**config.mk**
```make
export PLATFORM = sky130hd
export DESIGN_NAME = decoder_5x32_reg
export DESIGN_NICKNAME = d
export VERILOG_FILES = /design/src/rtl/decoder_5x32_reg.sv
export SDC_FILE = /design/constraint.sdc
export NUM_CORES = 1
export LEC_CHECK = 0
export CAP_MARGIN = 25
export CORE_AREA = 2 2 54 56
export CTS_BUF_LIST = sky130_fd_sc_hd__clkbuf_8 sky130_fd_sc_hd__clkbuf_16
export DETAILED_ROUTE_END_ITERATION = 12
export DIE_AREA = 0 0 56 58
export GPL_TIMING_DRIVEN = 0
export PLACE_DENSITY = 0.84
export SLEW_MARGIN = 20
export SYNTH_ARGS = -nofsm -noshare
export SYNTH_HDL_FRONTEND = slang
export SYNTH_HIERARCHICAL = 1
export SYNTH_SLANG_ARGS = --single-unit
```
**constraint.sdc**
```tcl
create_clock -name C -period 2.96 [get_ports C]
set_clock_uncertainty 0.2 [all_clocks]
set_input_delay 0.592 -clock C [delete_from_list [all_inputs] [get_ports C]]
set_output_delay 0.592 -clock C [all_outputs]
set_load 0.01 [all_outputs]
```
**src/rtl/decoder_5x32_reg.sv**
```systemverilog
// Registered 5-to-32 one-hot decoder built from nested 2x4 / 3x8 / 4x16 enable-gated stages.
// D is updated one cycle after I is sampled; synchronous active-high reset clears every select line.

module dec_2x4 (
  input  logic       en,
  input  logic [1:0] sel,
  output logic [3:0] y
);
  always_comb begin
    y = 4'b0000;
    if (en) begin
      case (sel)
        2'd0:    y = 4'b0001;
        2'd1:    y = 4'b0010;
        2'd2:    y = 4'b0100;
        default: y = 4'b1000;
      endcase
    end
  end
endmodule

module dec_3x8 (
  input  logic       en,
  input  logic [2:0] sel,
  output logic [7:0] y
);
  logic [3:0] lo;
  logic [3:0] hi;

  dec_2x4 u_lo (.en(en & ~sel[2]), .sel(sel[1:0]), .y(lo));
  dec_2x4 u_hi (.en(en &  sel[2]), .sel(sel[1:0]), .y(hi));

  assign y = {hi, lo};
endmodule

module dec_4x16 (
  input  logic        en,
  input  logic [3:0]  sel,
  output logic [15:0] y
);
  logic [7:0] lo;
  logic [7:0] hi;

  dec_3x8 u_lo (.en(en & ~sel[3]), .sel(sel[2:0]), .y(lo));
  dec_3x8 u_hi (.en(en &  sel[3]), .sel(sel[2:0]), .y(hi));

  assign y = {hi, lo};
endmodule

module decoder_5x32_reg (
  input  logic        C,
  input  logic        R,
  input  logic [4:0]  I,
  output logic [31:0] D
);
  logic [15:0] lo;
  logic [15:0] hi;
  logic [31:0] dec;

  // MSB picks which half is enabled; the other half decodes to all zeros.
  dec_4x16 u_lo (.en(~I[4]), .sel(I[3:0]), .y(lo));
  dec_4x16 u_hi (.en( I[4]), .sel(I[3:0]), .y(hi));

  assign dec = {hi, lo};

  always_ff @(posedge C) begin
    if (R) D <= 32'h0000_0000;
    else   D <= dec;
  end
endmodule

```
==> results of run 1 <==
## critical path, stage by stage
cell and delay [ns]:
sky130_fd_sc_hd__clkdlybuf4s50_1 1.11, sky130_fd_sc_hd__and3_2 0.34, sky130_fd_sc_hd__nor2b_1 0.13
## synth_stat cells, drive strengths merged
| master | instances |
|---|---|
| and2 | 6 |
| nor3b | 8 |
| nor2b | 32 |
| buf | 3 |
| and3 | 8 |
| dfxtp | 32 |
| and2b | 6 |
| and3b | 16 |
| inv | 1 |
## cell type report
class	instances	area (um2)
Sequential cell	32	641
Fill cell	231	877
Clock buffer	6	82.6
Inverter	1	3.75
Buffer	3	22.5
Clock inverter	2	7.51
Tap cell	31	38.8
Multi-Input combinational cell	76	598
Timing Repair Buffer	39	392
## power by group through the flow
stage,logic (mW),registers [mW],clock network [mW]
floorplan,0.0274,0.448,0
global placement,0.0615,0.445,0
detailed placement,0.0635,0.446,0
CTS,0.0637,0.436,0.334
global route,0.0708,0.436,0.354
finish,0.0645,0.436,0.324
## per-layer routing
layer,routed length [um],part of all wire
met1,851,0.40
met2,1120,0.52
met3,116,0.054
met4,62,0.029
met5,0,0
## metrics by stage
stage / hold WS, ns / total power [mW]
2_1_floorplan: 0.464 / 0.475
3_3_place_gp: 1.06 / 0.507
3_5_place_dp: 1.07 / 0.509
4_1_cts: 0.768 / 0.834
5_1_grt: 0.806 / 0.861
6_report: 0.774 / 0.824
## worst paths after layout
check                 startpoint  endpoint  slack, ns  cells past startpoint
worst min-delay path           R     D[29]       0.77                      2
worst max-delay path        I[1]     D[15]       0.79                      3
## cells by family after synthesis
group / Yosys count / synth area share
simple gates: 76 / 0.473
flops: 32 / 0.506
buf+inv: 4 / 0.0208
==> results.md, run 1 <==
Place:
- At the end of routability-driven placement, the weighted congestion stood at 0.734.
- The standard cell area after detailed placement is 1680 um2.
- The post-placement cell count is 181.
- The number of port buffers is 38.
- The placed wire-length estimate is 1.57 mm.
- The post-place setup slack is between 0.4 and 0.5 ns.

Clocking:
- Buffers inserted to repair hold after CTS numbered 0.
- The buffer cell driving the clock tree root is sky130_fd_sc_hd__clkbuf_8.
- The H-tree level count is 2.
- The post-cts resize count is 0.
- The clock slew seen by the registers of the worst setup and hold paths is 0.06 ns.
- The number of clock buffers inserted by TritonCTS is 5.
- TritonCTS built the clock tree.
- The clock net in this run drives a total of 32 sinks.
- The maximum buffer depth of the clock tree is 2.
- Post-CTS timing repair inserted 0 buffers for setup.

Layout:
- The net count of the finished layout is about 170.
- The finished cells cover 1790 um2.
- The count of placed standard cells in the final layout, fillers left out is 190.
- The register with the most flip-flops is D.
- The register with the most flip-flops in the layout has 32 of them.
- The share of cells above drive strength 1 is 0.239.
- The number of diodes added for antenna fixing is 0.
- The utilization of the core after routing is 0.671.
- Relative to the synthesized area, the layout overhead comes to 41.1%.
- The largest registers in the layout are D x32.
- The library cells used most frequently in the layout, excluding fill and tap cells, are sky130_fd_sc_hd__clkdlybuf4s50_1, sky130_fd_sc_hd__dfxtp_1, sky130_fd_sc_hd__nor2b_1.
- The leading cell type in the layout, fill and taps excluded is sky130_fd_sc_hd__clkdlybuf4s50_1.

Detailed routing:
- Detailed routing inserted a total of 898 vias.
- The final layout contains routed wiring with a total length of 2.15 mm.
- The via density per instance is 4.73.
- The count of antenna-violating nets left after detailed routing is 0.
- After detailed routing, the average wire length per cell comes to 11.3 um.
- The first routing iteration left 6 violations.
- The number of DRC violations after detailed routing is 0.
- The number of iterations in the first detailed-routing pass is 2.

Power and ir drop:
- VDD sags by at most 357 uV.
- Of the total power, the share spent switching nets is 0.210.
- Summed over all cells, the static leakage comes to 0.777 nW.
- For this design the total switching power over the nets is about 0.17 mW.
- Of the total power, the clock network draws 0.392.
- Dividing total power by cell area gives a power density of 462 nW/um2.
- Of the total power, combinational logic draws 0.078.
- The sequential fraction of design power is 0.529.
- The internal portion of total power is approximately 0.65 mW.

Die:
- The core area is 2660 um2.
- The die is 56 um wide.
- The total die area is 3250 um2.
- Measured along the y axis, the die boundary spans 58 um.
- The initial utilization of the core area, before any placement, comes to 0.475.
- The initialized floorplan defines 19 standard-cell rows.
- Pin placement for this block handled 39 I/O pins.

STA:
- The time the final worst path needs with I/O delays and setup is 2.17 ns.
- The max-slew headroom at the worst pin is 0.350.
- Summed over all failing endpoints, the final setup total negative slack is 0 ns.
- The max-slew violation count is 0.
- The share of the cycle needed by the critical path after routing is 0.732.
- Setup repair after global routing left no endpoint under its margin.
- The measured slew at the worst slew-check pin is 0.972 ns.
- Across all setup checks in the final design, the least slack found is 0.794 ns.
- The total setup violations reported at the end of the flow is 0.
- The maximum frequency from static timing analysis is 0.462 GHz.
- The number of endpoints with negative hold slack in the final report is 0.

Run:
- The max-capacitance violation count is 0.

Logic synthesis:
- Synthesis instantiated 9 different standard cells from the library.
- The share of synthesized area in the top cell type comes to 0.506.
- The post-synthesis instance area is 1260 um2.
- During synthesis, Yosys emitted a total of 6 warnings.
- The average cell area after synthesis is ~11 um2.
- The fraction of the yosys area taken by sequential cells is 0.506.
- The net count after synthesis is around 120.
- Ranked by total cell area, the synthesized netlist is headed by sky130_fd_sc_hd__dfxtp_1, sky130_fd_sc_hd__nor2b_1, sky130_fd_sc_hd__and3b_1, sky130_fd_sc_hd__nor3b_2, sky130_fd_sc_hd__and3_2.
- In the synthesized netlist, the number of instances is between 100 and 150.
- The synthesized design contains 32 register bits.
- The biggest area contributor in the post-synthesis netlist is sky130_fd_sc_hd__dfxtp_1.

GRT:
- The sum of overflow across all layers after global routing is 0.
- The global-route wire length before repair is 3.50 mm.
- Entering global routing, the biggest net connects 33 pins.
- The number of global-route vias before repair is 822.
- The total routing usage reported by global routing is 0.145.
- In the global route stage, met2 resource usage came out at 0.267.
- In this run the most used layer during global routing was met2.
- The number of antenna violations at the first check in global routing is 0.
- In the global route stage, met1 resource usage came out at 0.132.
- For this run, global-route usage on met3 was measured as 0.0536.

Critical path:
- Of all nets on the critical path, the largest fanout is 32.
- The endpoint class of the critical path is a flip-flop.
- The element type at the critical path start is a primary input.
- STA puts the critical path data arrival time at 2.18 ns.
- The critical path class is primary input to flip-flop.
- The required time of the critical path is between 2 and 3 ns.

Outcome:
- The flow ran to the end, and the final reports show no timing, DRC or antenna violations.

Worst hold path:
- In this run the worst hold path is classified as primary input to flip-flop.
(Power assumes the default switching activity.)
==> inputs of run 2 (changes only) <==
--- a/config.mk
+++ b/config.mk
@@ -6,12 +6,12 @@
 export NUM_CORES = 1
 export LEC_CHECK = 0
 export CAP_MARGIN = 25
-export CORE_AREA = 2 2 54 56
+export CORE_AREA = 2 2 57 59
 export CTS_BUF_LIST = sky130_fd_sc_hd__clkbuf_8 sky130_fd_sc_hd__clkbuf_16
 export DETAILED_ROUTE_END_ITERATION = 12
-export DIE_AREA = 0 0 56 58
+export DIE_AREA = 0 0 59 61
 export GPL_TIMING_DRIVEN = 0
-export PLACE_DENSITY = 0.84
+export PLACE_DENSITY = 0.77
 export SLEW_MARGIN = 20
 export SYNTH_ARGS = -nofsm -noshare
 export SYNTH_HDL_FRONTEND = slang
==> constraint.sdc (replaced) <==
create_clock -name C -period 2 [get_ports C]
set_clock_uncertainty 0.2 [all_clocks]
set_input_delay 0.4 -clock C [delete_from_list [all_inputs] [get_ports C]]
set_output_delay 0.4 -clock C [all_outputs]
set_load 0.01 [all_outputs]
==> run 2 against run 1 <==
Final area increased by 0.98%. Core utilization decreased by 6.0 points. Final cell count increased by 1.6%. Via count decreased by 3.0%. Worst setup slack got worse by 0.54 ns. Clock power increased by 48%. Non-clock buffer count increased by 1. Sequential power increased by 48%. Worst hold slack got worse by 0.19 ns. Power increased by 48%. Critical path depth increased by 1.
==> results.md, run 2 (synthesized netlist as in run 1, its figures left out) <==
Outcome:
- The flow ran to the end, and the final reports show no timing, DRC or antenna violations.

Die:
- The initial core utilization is 0.428.
- The die is 59 um wide.
- The I/O pin count is 39.
- The site row count is 20.
- The region available for standard cell placement spans 2950 um2.
- The die covers approximately 3600 um2.
- In this run the vertical extent of the chip is 61 um.

GRT:
- For this run the aggregate overflow at the end of global routing stands at 0.
- Across every metal layer, demand over resource in global routing totals 0.131.
- The number of antenna violations at the first check in global routing was 0.
- The number of global-route vias before repair is 769.
- The maximum number of pins on one net before global-route repair is 33.
- The first global-routing pass estimated 3.37 mm of wire.

Power and ir drop:
- IR analysis of the VDD net gives a maximum drop of slightly above 500 uV.
- Power comes to 1.22 mW.
- Summed over all cells, the static leakage comes to 0.784 nW.
- For this design the ratio of total power to cell area is 678 nW/um2.

Clocking:
- TritonCTS built the clock tree.
- The number of clock buffers inserted by TritonCTS is 5.
- The buffer cell driving the clock tree root is sky130_fd_sc_hd__clkbuf_8.
- In this run, post-CTS repair resized a total of 0 instances.
- The total of hold buffers inserted after clock tree synthesis is 0.
- Buffers added to address setup during post-CTS repair amount to 0.
- After clock tree synthesis, the clock-pin slew on the worst setup and hold paths is about 0.060 ns.
- The H-tree was split into 2 levels.
- In this run the deepest clock path goes through 2 buffers.
- Clock tree synthesis found a total of 32 sinks.

Detailed routing:
- The total via count after detailed routing is 871.
- The via density per instance is about 4.5.
- The DRC violation total after the first TritonRoute iteration is 4.
- The number of DRC violations after detailed routing is 0.
- Dividing the detail-routed wire length by the instance count gives 11.0 um.
- For this block, the routed nets add up to 2.13 mm of wire.
- The first TritonRoute pass finished after 3 iterations.
- The count of antenna-violating nets left after detailed routing is 0.

Layout:
- The utilization of the core after routing is 0.611.
- The number of diodes added for antenna fixing is 0.
- The area of all placed cells without fillers is 1800 um2.
- The share of cells above drive strength 1 is 0.244.
- The register with the most flip-flops in the layout has 32 of them.
- The largest registers in the layout are D x32.
- The leading cell type in the layout, fill and taps excluded is sky130_fd_sc_hd__clkdlybuf4s50_1.
- The area growth from synthesis to layout is 42.5%.
- The number of fill cells is around 250.
- The final layout net count is between 150 and 200.
- The register with the most flip-flops in the final layout is D.
- The library cells used most frequently in the layout, excluding fill and tap cells, are sky130_fd_sc_hd__clkdlybuf4s50_1, sky130_fd_sc_hd__dfxtp_1, sky130_fd_sc_hd__nor2b_1.

STA:
- The smallest clock period supported by the final layout is computed as 1.75 ns.
- The setup slack of the critical path after layout is 0.252 ns.
- Setup repair after global routing left no endpoint under its margin.
- In this run the tightest slew margin relative to its limit is 0.694.
- The number of endpoints with negative hold slack in the final report is 0.
- The max-slew violation count was 0.
- Final hold analysis gives a worst-case slack of 0.584 ns.
- For this run, the top clock speed supported by timing is 0.572 GHz.
- At the pin with the least slew margin, the transition time is 0.458 ns.
- Of the available clock period, the critical path in the final layout requires 0.874.
- The total setup violations reported at the end of the flow is 0.

Place:
- After detailed placement, the total cell area comes to 1690 um2.
- The placer's final routability congestion estimate is 0.703.
- The post-place setup slack is -0.241 ns.
- The wire-length estimate of the detail-placed layout is around 1.4 mm.
- The count of buffers added on input and output ports is 38.

Critical path:
- For this run, the slowest stage of the critical path takes 0.74 ns.
- The critical path class is primary input to flip-flop.
- The cell family contributing the most delay on the critical path is buffers and inverters.
- In this run the worst path has a maximum fanout of 19.
- Traced cell by cell, the critical path runs through clkdlybuf4s50_1 > buf_6 > and3b_1 > nor2b_1.
- STA puts the critical path data required time at between 1.5 and 2 ns.
- Among all stages on the critical path, the largest delay is contributed by sky130_fd_sc_hd__clkdlybuf4s50_1.
- The worst setup path is captured at a flip-flop.
- The element type at the critical path start is a primary input.
- Data arrives at the worst endpoint at 1.72 ns.
- The buffer and inverter count on the worst path is 2.

Run:
- The max-capacitance violation count is 0.

Worst hold path:
- The tightest min-delay check is of the primary input to flip-flop type.
run 2: cell count changes in the layout (fill, tap and decap cells not counted):
cell	before	now
sky130_fd_sc_hd__buf_8	0	1
run 2: worst paths after layout:
kind	start	end	slack, ns	cells past startpoint
setup / recovery	I[0]	D[6]	0.25	4
hold / removal	R	D[29]	0.58	2
run 2: through the flow:
stage                     cells  setup TNS [ns]
final                       193               0
after global routing        193               0
after CTS                   191               0
after detailed placement    183           -6.03
after global placement      183           -4.95
after floorplan             112               0
run 2: final cells by class:
class / instances / area, um2 / area share
flip-flops and latches: 32 / 641 / 0.355
inverters: 1 / 3.75 / 0.00208
multi-input cells: 76 / 598 / 0.332
plain buffers: 3 / 22.5 / 0.0125
repair buffers: 40 / 407 / 0.226
clock inverters: 2 / 7.51 / 0.00416
clock buffers: 6 / 82.6 / 0.0458
well taps: 33 / 41.3 / 0.0229
run 2: layer usage:
| layer | up-vias | share of wire | track usage |
|---|---|---|---|
| li1 | 459 | - | - |
| met1 | 386 | 0.42 | 0.136 |
| met2 | 21 | 0.51 | 0.214 |
| met3 | 5 | 0.053 | 0.0640 |
| met4 | 0 | 0.020 | 0.0779 |
| met5 | - | 0 | 0 |
run 2: power breakdown:
group	switching (mW)	total (mW)	internal, mW
Clock	0.210	0.479	0.270
Sequential	0.00155	0.645	0.644
Combinational	0.0455	0.0984	0.0530
==> inputs of run 3 (changes only) <==
--- a/config.mk
+++ b/config.mk
@@ -12,6 +12,7 @@
 export DIE_AREA = 0 0 59 61
 export GPL_TIMING_DRIVEN = 0
 export PLACE_DENSITY = 0.77
+export RECOVER_POWER = 50
 export SLEW_MARGIN = 20
 export SYNTH_ARGS = -nofsm -noshare
 export SYNTH_HDL_FRONTEND = slang
==> run 3 against run 2 <==
Final cell count unchanged. Worst hold slack better by 0.0028 ns. Via count up 0.34%. Die area unchanged. Sequential power about the same. First-iteration DRC count down 25%. Flip-flop and latch count unchanged.
==> results.md, run 3 (synthesized netlist as in run 1, its figures left out) <==
Clocking:
- The H-tree level count is 2.
- The buffer cell driving the clock tree root is sky130_fd_sc_hd__clkbuf_8.
- Gates resized during post-CTS repair numbered 0.
- The post-CTS setup-driven buffer insertion count is 0.
- The CTS sink count is 32.
- The clock passes through at most 2 buffers.
- For this design, the CTS-stage hold fixing added 0 buffers.
- TritonCTS built the clock tree.
- Clock-pin slew was measured on the worst setup and hold paths at around 0.060 ns.
- The number of clock buffers inserted by TritonCTS is 5.

Critical path:
- Traced cell by cell, the critical path runs through dlygate4sd3_1.
- The critical path starts at D[4].
- The required time of the critical path is roughly 1.4 ns.
- Together, buffers and inverters on the worst path number 1.
- On the worst path, the slowest cell contributes a delay of ~0.60 ns.
- The arrival time at the worst endpoint is 1.18 ns.
- The critical path class is flip-flop to output port.
- The worst setup path is launched from a flip-flop.
- The maximum net fanout on the critical path is 1.
- On the critical path, the stage with the largest delay is an instance of sky130_fd_sc_hd__dlygate4sd3_1.
- The kind of cell adding the most delay to the critical path is buffers and inverters.
- The worst setup path is captured at an output port.

Place:
- The post-place setup slack is -0.241 ns.
- In this run the tool buffered the top-level ports with 38 buffer cells.
- The placer's final routability congestion estimate is 0.703.
- After legalization and detailed placement, the total HPWL measured 1.41 mm.

GRT:
- The number of antenna violations at the first check in global routing is 0.
- The number of global-route vias before repair came to slightly below 800.
- Across every metal layer, demand over resource in global routing totals 0.131.
- The first global-routing pass estimated 3.37 mm of wire.
- The maximum number of pins on one net before global-route repair is 33.
- The sum of overflow across all layers after global routing is 0.

Layout:
- Leaving out fill and tap cells, the most frequent cells in the layout are sky130_fd_sc_hd__dfxtp_1, sky130_fd_sc_hd__nor2b_1, sky130_fd_sc_hd__clkdlybuf4s50_1.
- The share of cells above drive strength 1 is 0.194.
- The final layout net count is 166.
- The register with the most flip-flops in the layout has 32 of them.
- The repair_antennas step left the layout with diodes totalling 0.
- In the final layout, the registers with the most flip-flops are D x32.
- At the end of the flow the core is filled with cells to 0.601.
- The register with the most flip-flops is D.
- The area added between synthesis and finish is 40.3%.

STA:
- Hold timing on the final database bottoms out at a slack of 0.586 ns.
- Timing would allow up to 0.563 GHz.
- The total setup violations reported at the end of the flow is 0.
- At the pin with the least slew margin, the transition time is between 0.4 and 0.5 ns.
- Subtracting the final worst setup slack from the clock period gives 1.78 ns.
- The max-slew headroom at the worst pin is 0.719.
- Setup repair after global routing left no endpoint under its margin.
- The final sum of negative setup slack is 0 ns.
- The max-slew violation count is 0.
- Dividing the final minimum period by the clock period gives 0.888.
- Setup slack closes at 0.224 ns.
- The number of endpoints with negative hold slack in the final report is 0.

Die:
- The region available for standard cell placement spans 2950 um2.
- The total die area is 3600 um2.
- During I/O placement, the number of pins put on the boundary was 39.
- After floorplanning, the core was divided into 20 placement rows.
- From left edge to right edge, the die measures 59 um.
- For this configuration, the core starts out at a cell density of 0.428.
- The vertical die dimension is 61 um.

Power and ir drop:
- Of the total power, the share spent switching nets is 0.208.
- The sequential fraction of design power is 0.530.
- VDD sags by at most 510 uV.
- Of the total power, the clock network draws 0.393.
- The power density relative to cell area is around 700 nW/um2.
- The share of total power dissipated in combinational logic is 0.077.
- In this run the power spent charging and discharging nets is between 0.2 and 0.3 mW.
- The static leakage is 0.833 nW.
- The internal portion of total power is 0.963 mW.

Detailed routing:
- Dividing the detail-routed via count by the number of cells gives 4.53.
- In this run, the number of DRC markers left after iteration 0 of detailed routing was 3.
- In the final routed layout, each cell accounts on average for around 11 um.
- The first TritonRoute pass finished after 4 iterations.
- The count of antenna-violating nets left after detailed routing is 0.
- The overall routed net length is 2.11 mm.
- The total via count after detailed routing is 874.
- The number of DRC violations after detailed routing is 0.

Worst hold path:
- The worst hold path was traced through 2 stages.
- The source of the worst hold timing path is R.
- The endpoint of the worst hold path is D[29].
- The path class of the lowest-slack min-delay path is primary input to flip-flop.

Run:
- Across the run, the number of max-cap violations was 0.

Outcome:
- The flow ran to the end, and the final reports show no timing, DRC or antenna violations.
==> run 3: cell types whose count changed in the layout (fill, tap and decap cells not counted), moves of 2 or more <==
cell / delta
sky130_fd_sc_hd__and2b_2: -2
sky130_fd_sc_hd__and2b_1: +2
sky130_fd_sc_hd__nor3b_1: +5
sky130_fd_sc_hd__dlygate4sd3_1: +18
sky130_fd_sc_hd__clkdlybuf4s50_1: -18
sky130_fd_sc_hd__nor3b_2: -5
==> run 3: worst max-delay path by stage <==
| stage | slack, ns | endpoint | cells after the start |
|---|---|---|---|
| 2_1_floorplan | 0.59 | D[3] | 5 |
| 3_3_place_gp | -0.21 | D[31] | 3 |
| 3_5_place_dp | -0.24 | D[31] | 3 |
| 4_1_cts | 0.05 | D[23] | 3 |
| 5_1_grt | 0.13 | D[6] | 4 |
| 6_report | 0.22 | D[4] | 1 |
==> run 3: stage by stage <==
step                      instance area (um2)  power [mW]  instances
after floorplan                          1260       0.704        112
after global placement                   1690       0.751        183
after detailed placement                 1690       0.753        183
after CTS                                1780        1.23        191
after global routing                     1770        1.27        193
final                                    1770        1.22        193
==> run 3: metal layers <==
metal	vias to the layer above	share of wire	global-route usage
met5	-	0	0
met4	0	0.027	0.0779
met3	6	0.050	0.0640
met2	22	0.50	0.214
met1	387	0.43	0.136
li1	459	-	-
==> run 3: power groups by stage <==
stage	combinational, mW	clock (mW)	sequential (mW)
2_1_floorplan	0.0406	0	0.663
3_3_place_gp	0.0914	0	0.659
3_5_place_dp	0.0932	0	0.659
4_1_cts	0.0936	0.494	0.645
5_1_grt	0.103	0.519	0.645
6_report	0.0934	0.478	0.645
==> run 3: final cells by class <==
class	count	area (um2)
Tap cell	33	41.3
Clock buffer	6	82.6
Fill cell	258	1180
Timing Repair Buffer	40	407
Clock inverter	2	7.51
Inverter	1	3.75
Sequential cell	32	641
Multi-Input combinational cell	76	569
Buffer	3	22.5
==> variant: new RTL, flow settings as in run 3 <==
Add an input register stage for `R` and `I`, without a reset; this delays them by one clock. Comments in the files are not updated.
--- a/src/rtl/decoder_5x32_reg.sv
+++ b/src/rtl/decoder_5x32_reg.sv
@@ -53,18 +53,27 @@
   input  logic [4:0]  I,
   output logic [31:0] D
 );
+
+  logic R_q;
+  logic [4:0] I_q;
+
+  always_ff @(posedge C) begin
+    R_q <= R;
+    I_q <= I;
+  end
+
   logic [15:0] lo;
   logic [15:0] hi;
   logic [31:0] dec;
 
   // MSB picks which half is enabled; the other half decodes to all zeros.
-  dec_4x16 u_lo (.en(~I[4]), .sel(I[3:0]), .y(lo));
-  dec_4x16 u_hi (.en( I[4]), .sel(I[3:0]), .y(hi));
+  dec_4x16 u_lo (.en(~I_q[4]), .sel(I_q[3:0]), .y(lo));
+  dec_4x16 u_hi (.en( I_q[4]), .sel(I_q[3:0]), .y(hi));
 
   assign dec = {hi, lo};
 
   always_ff @(posedge C) begin
-    if (R) D <= 32'h0000_0000;
+    if (R_q) D <= 32'h0000_0000;
     else   D <= dec;
   end
 endmodule
Function: changed (a bounded check fails within 4 cycles, from zero or initial values).
==> variant against run 3 <==
Count of clock-buffer cells in the layout fell by 1; global-route usage rose by 0.82 points; critical path depth unchanged; via count grew 5.0%; area after synthesis up 9.5%; sequential cell count increased by 6; power grew 21%; first-iteration DRC count grew 33%; cell area increased by 5.7%; sequential power is 22% higher; wire length is 0.90% higher; die area did not move; worst setup slack worse by 0.0061 ns; critical path type unchanged; largest cell class unchanged.
==> variant: results (changes against run 3) <==
layout:
  nets: 170  # +2.4%
  post_route_cells_drive_above_1_share_pct: 18.9  # -0.47 points
  finalNonFillerCells: 197  # +2.1%
  fill_cells: 268  # +3.9%
  reg.largest.list: "D (32), I_q (5), R_q (1)"
worst_hold_path:
  min_path_cells: 1  # -1
  hp-class: "reg -> reg"
pwr:
  vdd_ir_drop_max_mv: 0.514  # +0.80%
  leakagePower_uw: 0.000876  # +5.1%
synth:
  synth_cell_types: 9  # unchanged
  ys_top_cells_by_count: "dfxtp_1 (38), nor2b_1 (32), and3b_1 (16)"
  syn-num-nets: 125  # +5.0%
  postSynthCellCount: 118  # +5.4%
  synthTopCellsByArea: "dfxtp_1 (55%), nor2b_1 (14%), and3b_1 (10%), nor3b_2 (7.2%), and3_2 (4.3%)"
placement:
  gp_congestion: 0.708  # +0.61%
  dp.cells: 189  # +3.3%
  hpwl_um: 1510  # +7.0%
global_routing:
  grt_pass1_vias: 863  # +12%
  track_usage_pct: 13.9  # +0.82 points
detailed_routing:
  viasPerCell: 4.66  # +2.9%
  drtIter0Drc: 4  # +1
  drt_wl_total_um: 2130  # +0.90%
sta:
  max_freq_mhz: 561  # -0.34%
  maxSlewHeadroom_pct: 47.2  # -25 points
outcome:
  status: "completed"
worst_setup_path:
  r2r_cells: 2
[variant: cell types whose count changed after synthesis, sizes merged]
| cell | change |
|---|---|
| dfxtp | +6 |
[variant: metal layers]
metal	track usage (%)	wire, um	up-vias
met5	0	0	-
met2	22.2	1050	27
met3	3.62	112	4
met1	16.3	921	415
met4	9.74	40	0
li1	-	-	472
[variant: final cells by class]
class	count	area, um^2	area share, %
Sequential cell	38	761	40.6
Inverter	1	3.75	0.200
Clock inverter	3	40.0	2.13
Buffer	3	22.5	1.20
Clock buffer	5	68.8	3.67
Multi-Input combinational cell	76	558	29.8
Timing Repair Buffer	38	380	20.3
Tap cell	33	41.3	2.20
[variant: path summary, 6_finish.rpt]
path | startpoint | end | slack (ns)
max | D[6] | D[6] | 0.22
min | R_q | D[31] | 0.30
max reg2reg | I_q[0] | D[15] | 0.45
min reg2reg | R_q | D[31] | 0.30
[variant: through the flow]
step                power, uW  instance area, um^2  hold slack (ns)  util [%]  worst slack (ns)
detailed placement        883                 1810            0.279      61.2             0.334
finish                   1470                 1880            0.299      63.5             0.218
floorplan                 847                 1390            0.228         -             0.578
global route             1530                 1880            0.339      63.5             0.171
CTS                      1500                 1920            0.302      64.9             0.228
global placement          880                 1810            0.280      61.2             0.398
[variant: cell families after synthesis]
group         share of synthesized area (%)
buf+inv                                1.90
flops                                  54.9
simple gates                           43.2
[variant: power by group]
part | switching (uW) | internal [uW]
logic | 24.4 | 43.5
registers | 19.4 | 769
clock network | 245 | 367
total | 289 | 1180
